===== config.mk =====
export PLATFORM = sky130hd
export DESIGN_NAME = matmul_result_writer
export DESIGN_NICKNAME = d
export VERILOG_FILES = /design/src/rtl/matmul_pkg.sv /design/src/rtl/sat_add_module.sv /design/src/rtl/matmul_result_writer.sv
export SDC_FILE = /design/constraint.sdc
export NUM_CORES = 1
export LEC_CHECK = 0
export ABC_AREA = 1
export CAP_MARGIN = 20
export CORE_AREA = 2 2 121 123
export DETAILED_ROUTE_END_ITERATION = 8
export DIE_AREA = 0 0 123 125
export PLACE_DENSITY_LB_ADDON = 0.12
export SYNTH_ARGS = -nofsm -noshare
export SYNTH_HDL_FRONTEND = slang
export SYNTH_SLANG_ARGS = --single-unit
export TNS_END_PERCENT = 20

===== constraint.sdc =====
create_clock -name clk_i -period 4.5 [get_ports clk_i]
set_clock_uncertainty 0.2 [all_clocks]
set_input_delay 0.675 -clock clk_i [delete_from_list [all_inputs] [get_ports clk_i]]
set_output_delay 0.675 -clock clk_i [all_outputs]
set_load 0.005 [all_outputs]

===== src/rtl/matmul_pkg.sv =====
// Shared types and helpers for the matmul result writer: dimension derivation,
// drain state encoding and element index/address arithmetic.
package matmul_pkg;

    localparam int DIM_W = 2;

    typedef enum logic [2:0] {
        IDLE,
        RD_REQ,
        RD_WAIT,
        WRITE,
        DONE
    } state_e;

    function automatic int max_dim(input int data_w, input int bus_w);
        return bus_w / data_w;
    endfunction

    // Flat C/flags storage is column-major: (r,c) lives at c*dim + r.
    function automatic int elem_index(input int r, input int c, input int dim);
        return c * dim + r;
    endfunction

    // Scratchpad layout is row-major relative to the base address.
    function automatic int elem_offset(input int r, input int c, input int dim);
        return r * dim + c;
    endfunction

endpackage


===== src/rtl/sat_add_module.sv =====
// Combinational signed saturating adder: clamps to the most positive/negative
// value when both operands share a sign the raw sum does not.
module sat_add_module
    import matmul_pkg::*;
#(
    parameter int BUS_WIDTH = 16
) (
    input  logic [BUS_WIDTH-1:0] a_i,
    input  logic [BUS_WIDTH-1:0] b_i,
    output logic [BUS_WIDTH-1:0] sum_o,
    output logic                 overflow_o
);

    logic [BUS_WIDTH-1:0] raw;

    always_comb begin
        raw        = a_i + b_i;
        overflow_o = (a_i[BUS_WIDTH-1] == b_i[BUS_WIDTH-1]) &&
                     (raw[BUS_WIDTH-1] != a_i[BUS_WIDTH-1]);
        if (!overflow_o) begin
            sum_o = raw;
        end else if (a_i[BUS_WIDTH-1]) begin
            sum_o = {1'b1, {(BUS_WIDTH-1){1'b0}}};
        end else begin
            sum_o = {1'b0, {(BUS_WIDTH-1){1'b1}}};
        end
    end

endmodule


===== src/rtl/matmul_result_writer.sv =====
// Drains the systolic multiplier's C matrix and overflow flags into the result
// scratchpad, optionally accumulating onto existing contents with saturation.
module matmul_result_writer
    import matmul_pkg::*;
#(
    parameter  int DATA_WIDTH = 8,
    parameter  int BUS_WIDTH  = 16,
    parameter  int ADDR_WIDTH = 5,
    localparam int MAX_DIM    = max_dim(DATA_WIDTH, BUS_WIDTH)
) (
    input  logic                                   clk_i,
    input  logic                                   rst_i,
    input  logic                                   finish_mul_i,
    input  logic [MAX_DIM*MAX_DIM*BUS_WIDTH-1:0]   c_matrix_i,
    input  logic [MAX_DIM*MAX_DIM-1:0]             flags_i,
    input  logic [1:0]                             n_dim_i,
    input  logic [1:0]                             m_dim_i,
    input  logic                                   acc_mode_i,
    input  logic [ADDR_WIDTH-1:0]                  sp_base_i,
    output logic                                   wr_en_o,
    output logic [ADDR_WIDTH-1:0]                  wr_addr_o,
    output logic [BUS_WIDTH-1:0]                   wr_data_o,
    input  logic                                   wr_ready_i,
    output logic                                   rd_en_o,
    output logic [ADDR_WIDTH-1:0]                  rd_addr_o,
    input  logic [BUS_WIDTH-1:0]                   rd_data_i,
    input  logic                                   rd_valid_i,
    output logic [MAX_DIM*MAX_DIM-1:0]             flags_o,
    output logic                                   finish_write_o
);

    localparam int NEL = MAX_DIM * MAX_DIM;

    state_e                   state_q;
    logic [NEL*BUS_WIDTH-1:0] c_q;
    logic [DIM_W-1:0]         n_q;
    logic [DIM_W-1:0]         m_q;
    logic [DIM_W-1:0]         row_q;
    logic [DIM_W-1:0]         col_q;
    logic                     acc_q;
    logic [ADDR_WIDTH-1:0]    base_q;

    logic [DIM_W-1:0]         row_d;
    logic [DIM_W-1:0]         col_d;
    logic                     last_elem;
    logic [BUS_WIDTH-1:0]     c_cur;
    logic [BUS_WIDTH-1:0]     c_next;
    logic [ADDR_WIDTH-1:0]    addr_next;
    logic [BUS_WIDTH-1:0]     sum;
    logic                     ovf;
    logic [NEL-1:0]           flags_d;

    sat_add_module #(
        .BUS_WIDTH (BUS_WIDTH)
    ) u_sat_add (
        .a_i        (rd_data_i),
        .b_i        (c_cur),
        .sum_o      (sum),
        .overflow_o (ovf)
    );

    always_comb begin
        last_elem = (row_q == n_q) && (col_q == m_q);
        if (col_q == m_q) begin
            col_d = '0;
            row_d = row_q + DIM_W'(1);
        end else begin
            col_d = col_q + DIM_W'(1);
            row_d = row_q;
        end
        c_cur     = c_q[elem_index(int'(row_q), int'(col_q), MAX_DIM)*BUS_WIDTH +: BUS_WIDTH];
        c_next    = c_q[elem_index(int'(row_d), int'(col_d), MAX_DIM)*BUS_WIDTH +: BUS_WIDTH];
        addr_next = ADDR_WIDTH'(int'(base_q) + elem_offset(int'(row_d), int'(col_d), MAX_DIM));
        flags_d   = flags_o | (NEL'(ovf) << elem_index(int'(row_q), int'(col_q), MAX_DIM));
    end

    always_ff @(posedge clk_i or posedge rst_i) begin
        if (rst_i) begin
            state_q        <= IDLE;
            c_q            <= '0;
            n_q            <= '0;
            m_q            <= '0;
            row_q          <= '0;
            col_q          <= '0;
            acc_q          <= 1'b0;
            base_q         <= '0;
            wr_en_o        <= 1'b0;
            wr_addr_o      <= '0;
            wr_data_o      <= '0;
            rd_en_o        <= 1'b0;
            rd_addr_o      <= '0;
            flags_o        <= '0;
            finish_write_o <= 1'b0;
        end else begin
            case (state_q)
                IDLE: begin
                    if (finish_mul_i) begin
                        c_q     <= c_matrix_i;
                        n_q     <= n_dim_i;
                        m_q     <= m_dim_i;
                        acc_q   <= acc_mode_i;
                        base_q  <= sp_base_i;
                        flags_o <= flags_i;
                        row_q   <= '0;
                        col_q   <= '0;
                        // Element (0,0) sits at the base address and flat index 0.
                        if (acc_mode_i) begin
                            rd_en_o   <= 1'b1;
                            rd_addr_o <= sp_base_i;
                            state_q   <= RD_REQ;
                        end else begin
                            wr_en_o   <= 1'b1;
                            wr_addr_o <= sp_base_i;
                            wr_data_o <= c_matrix_i[BUS_WIDTH-1:0];
                            state_q   <= WRITE;
                        end
                    end
                end
                RD_REQ: begin
                    rd_en_o <= 1'b0;
                    state_q <= RD_WAIT;
                end
                RD_WAIT: begin
                    if (rd_valid_i) begin
                        wr_en_o   <= 1'b1;
                        wr_addr_o <= rd_addr_o;
                        wr_data_o <= sum;
                        flags_o   <= flags_d;
                        state_q   <= WRITE;
                    end
                end
                WRITE: begin
                    if (wr_ready_i) begin
                        if (last_elem) begin
                            wr_en_o        <= 1'b0;
                            finish_write_o <= 1'b1;
                            state_q        <= DONE;
                        end else begin
                            row_q <= row_d;
                            col_q <= col_d;
                            if (acc_q) begin
                                wr_en_o   <= 1'b0;
                                rd_en_o   <= 1'b1;
                                rd_addr_o <= addr_next;
                                state_q   <= RD_REQ;
                            end else begin
                                wr_addr_o <= addr_next;
                                wr_data_o <= c_next;
                            end
                        end
                    end
                end
                DONE: begin
                    if (!finish_mul_i) begin
                        finish_write_o <= 1'b0;
                        state_q        <= IDLE;
                    end
                end
                default: state_q <= IDLE;
            endcase
        end
    end

endmodule


==> metrics.md <==
| Metric | Value |
|---|---|
| Status | complete, no violations |
| Ratio of cells with drive above 1 in the final layout | 5.02% |
| Fraction of registers with async set/reset | 100% |
| Number of standard-cell rows in the floorplan | 44 |
| Width of the die | 123 um |
| Input/output buffers | 131 |
| Largest fanout on the critical path | 17 |
| Max-slew violation count | 0 |
| Ratio of total power to cell area | 947 mW/mm^2 |
| Final setup fails | 0 |
| Number of nets in the layout | 1311 |
| DIE HEIGHT | 125 um |
| Worst-path clk slew | 50 ps |
| Wire length reported by the detailed router | 22.1 mm |
| Mapped Avg Cell Area | 6.90 sq um |
| DR WL/cell | 16.0 um |
| Ys flop type | dfrtp_1 |
| Setup repair after global routing missed its margin | false |
| Yosys top cell area share | 38.6% |
| Count of flip-flops with a built-in enable after synthesis | 0 |
| Post-detailed-placement cell area | 0.00883 sq mm |
| Core area | 0.0142 sq mm |
| Sequential element share of the synthesized area | 38.6% |
| Share of the core filled with cells in the final layout | 66.3% |
| Main area contributors after synthesis | dfrtp_1 (39%), nand2_1 (17%), nand3_1 (7.0%) |
| Area occupied by multi-input gates | 0.00389 sq mm |
| Number of H-tree levels | 4 |
| Number of buffers inserted to repair setup after CTS | 0 |
| Most frequent standard cell in the layout excluding fill and tap cells | nand2_1 |
| # DRC | 0 |
| Initial antenna violation count | 0 |
| Req. time, crit path | 4640 ps |
| Yosys warning count | 0 |
| Total track usage | 30.4% |
| Number of storage elements in the synthesis netlist | 114 |
| Max transition margin | 47.2% |
| Hold-fix buffer count after cts | 0 |
| Largest voltage drop on the vdd net | 0.533 mV |
| Type of element capturing the critical path | register |
| Antenna fix cells | 0 |
| FF/Latch Area | 0.00285 sq mm |
| Initial drt markers | 689 |
| Number of global-route vias before repair | 7361 |
| TritonCTS buffer count | 17 |
| Adder-cell area share of the yosys netlist | 4.87% |
| Slew at the pin closest to its max-slew limit | 792 ps |
| Residual overflow from global routing | 0 |
| Synth Instances | 1072 |
| Area of the die | 0.0154 sq mm |
| Nets in the synthesized netlist | 1198 |
| Clock Root Buffer | clkbuf_16 |
| Basic-gate share of the synthesized area counting and, or, nand and nor cells | 33.1% |
| Commonest cells after routing, fill and taps aside | nand2_1 (340), clkdlybuf4s50_1 (131), dfrtp_1 (114) |
| Number of failing hold endpoints at the final stage | 0 |
| Worst hold slack across all endpoints | 288 ps |
| Number of sinks driven by the clock tree | 114 |
| Combinational family with the most area after synthesis | simple AND/OR/NAND/NOR gates |
| Number of gates resized after CTS | 0 |
| Arrival time of the worst setup path | 3960 ps |
| Ports placed on the boundary | 132 |
| Area fraction in compound gates after synthesis | 13.1% |
| Synth Area in XOR/XNOR | 1.54% |
| Global-route wire length before repair | 36.2 mm |
| Cell type contributing the most total cell area after synthesis | dfrtp_1 |
| Final std cell area, no fill | 0.00942 sq mm |
| Detailed Routing Iterations Pass 1 | 6 |
| Worst-Skew Late Latency | 430 ps |
| Gp weighted congestion | 0.928 |
| Fmax | 262 MHz |
| Yosys cell types | 42 |
| Post-route fraction of the period consumed by the critical path | 84.9% |
| Routed vias | 7382 |
| Post-route minimum period | 3820 ps |
| Hold WC Path Type | register to register |
| Area of the mapped netlist | 0.00740 sq mm |
| Fill cells | 1311 |
| Max clock buf depth | 2 |
| Antenna-violating nets left | 0 |
| Synthesis-to-layout area growth | 27.3% |
| Vias per std cell | 5.35 |
| Critical path class | register to register |
| Proportion of synthesized area in mux cells | 0% |
| Worst setup SP type | register |
| Total power of the final layout | 8.92 mW |
| Initial core utilization | 52.1% |
| Clock tree from TritonCTS | yes |
| Largest net degree at the start of global routing | 90 |
| Setup Total Neg Slack | 0 ps |
| Hpwl dp | 16.1 mm |
| Static Leak | 4.66 nW |
| Max-cap check violation count | 0 |
[worst max-delay path, stage by stage (launching register included)]
cell and delay (ps):
dfrtp_1 440, ha_1 690, buf_4 260, nor2_1 50
o21ai_0 60, a21oi_1 120, ha_1 410, nand2_1 70
inv_1 110, nand2_1 80, nor3_1 210, nand2_1 110
nand3_1 120, nand2_1 100, inv_1 320, o21ai_0 190
a21boi_1 200
[path summary, 6_finish.rpt]
kind / startpoint / endpoint / slack [ps] / depth (start not counted)
worst max register to register: row_q[1] / wr_data_o[2] / 680 / 16
worst max-delay path: row_q[1] / wr_data_o[2] / 680 / 16
max in group asynchronous: rst_i / c_q[14] / 2820 / 3
min in group asynchronous: rst_i / n_q[0] / 510 / 2
worst min-delay path: wr_addr_o[4] / wr_addr_o[4] / 290 / 2
worst min register to register: wr_addr_o[4] / wr_addr_o[4] / 290 / 2
[power breakdown]
part	switching [mW]	total [mW]	internal (mW)	leakage, nW
Combinational	3.58	5.64	2.06	2.98
Sequential	0.361	1.90	1.54	1.39
Clock	0.490	1.38	0.888	0.280
Total	4.44	8.92	4.49	4.66
[layer usage]
metal / vias up / GRT usage [%] / wire, um
met2: 291 / 53.5 / 11500
met5: - / 0 / 0
li1: 3657 / - / -
met3: 60 / 4.93 / 1300
met1: 3374 / 36.7 / 8690
met4: 0 / 12.1 / 635
[layout make-up]
type / count / share of cell area, %
Timing Repair Buffer: 141 / 14.8
Multi-Input combinational cell: 791 / 41.3
Clock inverter: 10 / 1.43
Sequential cell: 114 / 30.3
Clock buffer: 20 / 4.85
Tap cell: 184 / 2.44
Inverter: 120 / 4.83
[sequential cells by signal, indices dropped and copies added, names as in the netlist, 2 cells and up]
signal,flops
base_q,5
m_q,2
state_q,3
rd_addr_o,5
c_q,64
wr_data_o,16
flags_o,4
col_q,2
row_q,2
n_q,2
wr_addr_o,5
[per-stage QoR]
| step | setup slack [ps] | instances |
|---|---|---|
| floorplan | 609 | 1072 |
| global placement | 854 | 1350 |
| detailed placement | 765 | 1350 |
| CTS | 720 | 1380 |
| global route | 258 | 1380 |
| finish | 678 | 1380 |
[cells in the mapped netlist (3+ instances only)]
master,number
nand2_1,340
clkbuf_1,31
or2_0,14
nand4_1,5
nor2_1,88
fa_1,3
o21ai_0,95
o211ai_1,12
or2_1,3
xor2_1,10
inv_2,6
buf_2,6
a21boi_1,13
o22ai_1,3
nor2_4,4
nor3_1,5
buf_1,7
xnor2_1,3
inv_1,112
nand3_1,103
a21oi_1,47
dfrtp_1,114
ha_1,24
[kinds of logic after synthesis]
family	after synthesis
buf+inv	167
fa+ha+maj	27
compound gates	177
flops	114
simple gates	574
xor+xnor	13
Power figures use the tool's default switching activity.
